`config.mk`:
```
export PLATFORM = sky130hd
export DESIGN_NAME = cache_bus_arbiter
export DESIGN_NICKNAME = d
export VERILOG_FILES = /design/src/rtl/cache_bus_arbiter.sv
export SDC_FILE = /design/constraint.sdc
export NUM_CORES = 1
export LEC_CHECK = 0
export BUFFER_PORTS_ARGS = -buffer_cell sky130_fd_sc_hd__buf_2
export CAP_MARGIN = 0
export CORE_AREA = 2 2 110 112
export CTS_CLUSTER_DIAMETER = 50
export CTS_CLUSTER_SIZE = 8
export DETAILED_ROUTE_END_ITERATION = 16
export DIE_AREA = 0 0 112 114
export HOLD_SLACK_MARGIN = 0.1
export PLACE_DENSITY = 0.47
export SYNTH_ARGS = -nofsm -noshare
export SYNTH_HDL_FRONTEND = slang
export SYNTH_SLANG_ARGS = --single-unit
```
`constraint.sdc`:
```
create_clock -name clk -period 3.85 [get_ports clk]
set_clock_uncertainty 0.15 [all_clocks]
set_input_delay 0.77 -clock clk [delete_from_list [all_inputs] [get_ports clk]]
set_output_delay 0.77 -clock clk [all_outputs]
set_load 0.02 [all_outputs]
```
`src/rtl/cache_bus_arbiter.sv`:
```
// cache_bus_arbiter: shares one memory port between cache controllers.
// One transaction in flight; round-robin or fixed priority; watchdog abort.
module cache_bus_arbiter #(
  parameter int NUM_PORTS      = 2,
  parameter bit FIXED_PRIORITY = 1'b0,
  parameter int TIMEOUT_CYCLES = 255
) (
  input  logic                   clk,
  input  logic                   reset,
  input  logic [NUM_PORTS-1:0]   req_i,
  input  logic [32*NUM_PORTS-1:0] addr_i,
  input  logic [32*NUM_PORTS-1:0] wdata_i,
  input  logic [NUM_PORTS-1:0]   we_i,
  input  logic [4*NUM_PORTS-1:0] be_i,
  output logic [NUM_PORTS-1:0]   gnt_o,
  output logic [NUM_PORTS-1:0]   rvalid_o,
  output logic [31:0]            rdata_o,
  output logic [NUM_PORTS-1:0]   error_o,
  output logic                   mem_req_o,
  output logic [31:0]            mem_addr_o,
  output logic [31:0]            mem_wdata_o,
  output logic                   mem_we_o,
  output logic [3:0]             mem_be_o,
  input  logic                   mem_gnt_i,
  input  logic                   mem_rvalid_i,
  input  logic [31:0]            mem_rdata_i,
  input  logic                   mem_error_i
);

  localparam int OW = $clog2(NUM_PORTS);
  localparam int TW =
    (TIMEOUT_CYCLES > 1) ? $clog2(TIMEOUT_CYCLES) : 1;

  localparam logic [1:0] IDLE     = 2'd0;
  localparam logic [1:0] ARB_REQ  = 2'd1;
  localparam logic [1:0] WAIT_RSP = 2'd2;

  logic [1:0]    state;
  logic [OW-1:0] owner;
  logic [OW-1:0] rr_ptr;
  logic [OW-1:0] winner;
  logic [OW-1:0] owner_nxt;
  logic [OW-1:0] sel;
  logic [TW-1:0] timer;
  logic          timeout;
  int            base;

  // Pick the first requester at or after the search start
  always_comb begin
    winner = '0;
    sel    = '0;
    base   = 0;
    for (int i = NUM_PORTS - 1; i >= 0; i--) begin
      base = FIXED_PRIORITY ? i : (int'(rr_ptr) + i) % NUM_PORTS;
      sel  = OW'(base);
      if (req_i[sel]) winner = sel;
    end
  end

  // Port after the current owner, wrapping to 0
  always_comb begin
    owner_nxt = owner + 1'b1;
    if (owner == OW'(NUM_PORTS - 1)) owner_nxt = '0;
  end

  // Watchdog fires on the last allowed wait cycle with no response
  always_comb begin
    timeout = 1'b0;
    if (TIMEOUT_CYCLES != 0 && state == WAIT_RSP)
      timeout = (timer == TW'(TIMEOUT_CYCLES - 1)) && !mem_rvalid_i;
  end

  // Transaction sequencing, owner latch and round-robin pointer
  always_ff @(posedge clk or posedge reset) begin
    if (reset) begin
      state  <= IDLE;
      owner  <= '0;
      rr_ptr <= '0;
      timer  <= '0;
    end else begin
      case (state)
        IDLE: begin
          if (|req_i) begin
            owner <= winner;
            state <= ARB_REQ;
          end
        end
        ARB_REQ: begin
          if (!req_i[owner]) begin
            state <= IDLE;
          end else if (mem_gnt_i) begin
            state <= WAIT_RSP;
            timer <= '0;
          end
        end
        WAIT_RSP: begin
          timer <= timer + 1'b1;
          if (mem_rvalid_i || timeout) begin
            rr_ptr <= owner_nxt;
            state  <= IDLE;
          end
        end
        default: state <= IDLE;
      endcase
    end
  end

  // Route the owner onto the bus and the response back to it
  always_comb begin
    gnt_o       = '0;
    rvalid_o    = '0;
    error_o     = '0;
    rdata_o     = '0;
    mem_req_o   = 1'b0;
    mem_addr_o  = '0;
    mem_wdata_o = '0;
    mem_we_o    = 1'b0;
    mem_be_o    = '0;
    case (state)
      ARB_REQ: begin
        mem_req_o     = req_i[owner];
        mem_addr_o    = addr_i[int'(owner)*32 +: 32];
        mem_wdata_o   = wdata_i[int'(owner)*32 +: 32];
        mem_we_o      = we_i[owner];
        mem_be_o      = be_i[int'(owner)*4 +: 4];
        gnt_o[owner]  = mem_gnt_i & req_i[owner];
      end
      WAIT_RSP: begin
        rvalid_o[owner] = mem_rvalid_i | timeout;
        error_o[owner]  = mem_error_i | timeout;
        rdata_o         = timeout ? '0 : mem_rdata_i;
      end
      default: ;
    endcase
  end

endmodule
```
==> impl_metrics.ini <==
[outcome]
status = finished, final reports clean

[logic_synthesis]
synth.net_count = 441
syn_avg_cell_area_um2 = 7.173
synthesis.area_mm2 = 0.001879
syn_inst = 262
yosys-top-cells-count = nor2_1 (81), mux2i_1 (71), and2_1 (32)
synth_top_flop_cell = dfrtp_1
ys_seq_elements = 12
synth_edf_count = 0
yosysSeqAreaShare_pct = 15.98
async_flop_share_pct = 100.0
synth_top_area_cell = mux2i_1
yosysMostFrequentCell = nor2_1
synth_cell_types = 26
yosys.area.top_type_share_pct = 37.82
ys_warn_count = 0
netlist_top_cells_area = mux2i_1 (38%), nor2_1 (16%), dfrtp_1 (16%)

[critical_path]
crit_type = flip-flop to output port
reg2reg_depth = 4
cp.depth = 7
startpoint_type = flip-flop
arrival_ns = 2.07
critPathSlowestCell = nor2_2
cp_max_fo = 32
path_buf_inv = 2
crit_chain = inv_1 > ha_1 > nand3_1 > nor3_1 > nor2_2 > and2_1 > buf_2
crit_path_end_kind = output port
worstPathRequired_ns = 2.93
max_stage_delay_ns = 0.60
crit_family = simple AND/OR/NAND/NOR gates

[power_and_ir_drop]
p_int_uw = 977.7
p_leak_uw = 0.002195
pwr-share-clk_pct = 8.7
finalPower_uw = 2220
power_frac_comb_pct = 80.2
power.density_mw_per_mm2 = 634.0
switching_power_uw = 1243
vdd_drop_max_v = 0.0002572
p_sw_share_pct = 55.97
power_frac_seq_pct = 11.1

[grt]
overflow = 0
grt_max_degree = 71
grtUsageMet3_pct = 2.232
grt_pass1_wl_mm = 11.83
grt_use_met2_pct = 20.81
grt_use_met1_pct = 13.61
grt.busiest_layer = met2
grt_antenna_before_repair = 0
grt_pass1_vias = 2451
track_usage_pct = 11.08

[cells_and_area]
fillers = 1296
nets = 710
syn_to_final_growth_pct = 86.35
drive_gt1_share_pct = 55.28
diodes = 0
utilization_pct = 29.90

[drt]
ant_nets = 0
drc_errors = 0
dr.pass1.iters = 4
num_vias = 2806
viasPerCell = 4.145
wirelength_mm = 8.330
wire_per_inst_um = 12.30
dr.first_iter.drc_count = 103

[clock_network]
cts-buffers-inserted = 3
clk_pin_slew_ns = 0.04
clock_latency_ns = 0.24
hold_buffers = 0
htree_levels = 1
cts.sinks = 12
post_cts_resized = 0
clk_path_buf_depth = 2
cts_root_buf = clkbuf_16
cts_tree = built
post_cts_buffers = 0

[job]
maxCapViolations = 0

[floorplanning]
die-area_mm2 = 0.01277
rows = 40
fp.dieW_um = 112
core_area_mm2 = 0.01171
die_h_um = 114
io_pins = 285
initial_core_util_pct = 16.05

[placement]
routabilityCongestion = 0.8139
numPortBuffers = 284
dpl.hpwl_mm = 6.971

[timing]
period_needed_ns = 2.987
max_freq_mhz = 334.7
slew_headroom_pct = 49.40
hold_violations = 0
rsz0062_at_grt = no
setup_viol = 0
max_slew.worst_pin.slew_ns = 0.7581
drv_slew = 0
fin_setup_tns_ns = 0
finalCritPeriodShare_pct = 77.60

[hold_path]
hold_path.class = flip-flop to flip-flop
min_path_cells = 1
kinds of logic after synthesis:
family                   share of synthesized area [%]
buffers and inverters                            5.792
XOR/XNOR                                        0.9323
adder cells (fa/ha/maj)                          1.331
AND/OR/NAND/NOR                                  33.22
AO/OA/AOI/OAI                                    4.328
multiplexers                                     38.42
flip-flops                                       15.98
final timing paths:
kind	slack (ns)	from	to
max	0.86	timer[0]$_DFFE_PP0P_	rdata_o[5]
min	0.35	state[1]$_DFFE_PP0P_	state[0]$_DFFE_PP0P_
max reg2reg	1.94	owner$_DFFE_PP0P_	timer[7]$_DFFE_PP0P_
min reg2reg	0.35	state[1]$_DFFE_PP0P_	state[0]$_DFFE_PP0P_
max in group asynchronous	2.79	reset	owner$_DFFE_PP0P_
min in group asynchronous	0.39	reset	timer[4]$_DFFE_PP0P_
final cells by class:
type,count,area (µm²),area share (%)
Tap cell,147,183.9,5.252
Inverter,3,11.26,0.3215
Sequential cell,12,304.0,8.682
Timing Repair Buffer,286,1449,41.37
Clock buffer,4,78.83,2.251
Multi-Input combinational cell,225,1475,42.12
per-layer routing:
| metal | vias to the layer above | part of all wire, % |
|---|---|---|
| met5 | - | 0 |
| met4 | 0 | 0.32 |
| met3 | 2 | 9.1 |
| met2 | 173 | 51 |
| met1 | 1217 | 40 |
| li1 | 1414 | - |
flip-flops by register name (all words and copies together), names as in the netlist:
register  count
owner         1
rr_ptr        1
state         2
timer         8
cells in the final DEF, fill, tap and decap left out, drive strengths merged, types with 4 or more instances in the layout:
| master | n |
|---|---|
| buf | 286 |
| nand3 | 4 |
| nand2 | 7 |
| and2 | 32 |
| dfrtp | 12 |
| o21ai | 4 |
| clkbuf | 4 |
| nor2 | 81 |
| mux2i | 71 |
through the flow:
step	worst slack (ns)	cell area, µm²	instances	hold WS (ns)
2_1_floorplan	1.282	1879	262	0.2987
3_3_place_gp	0.7772	3421	673	0.3201
3_5_place_dp	0.6440	3421	673	0.3403
4_1_cts	0.4799	3500	677	0.3474
5_1_grt	0.6141	3502	677	0.3716
6_report	0.8626	3502	677	0.3454
power groups by stage:
stage | Clock [µW] | Combinational (µW) | Sequential [µW]
floorplan | 0 | 1300 | 186
detailed placement | 0 | 1800 | 249
finish | 194 | 1780 | 246
CTS | 199 | 1810 | 247
global route | 205 | 1920 | 254
global placement | 0 | 1790 | 246
(Power assumes the default switching activity.)
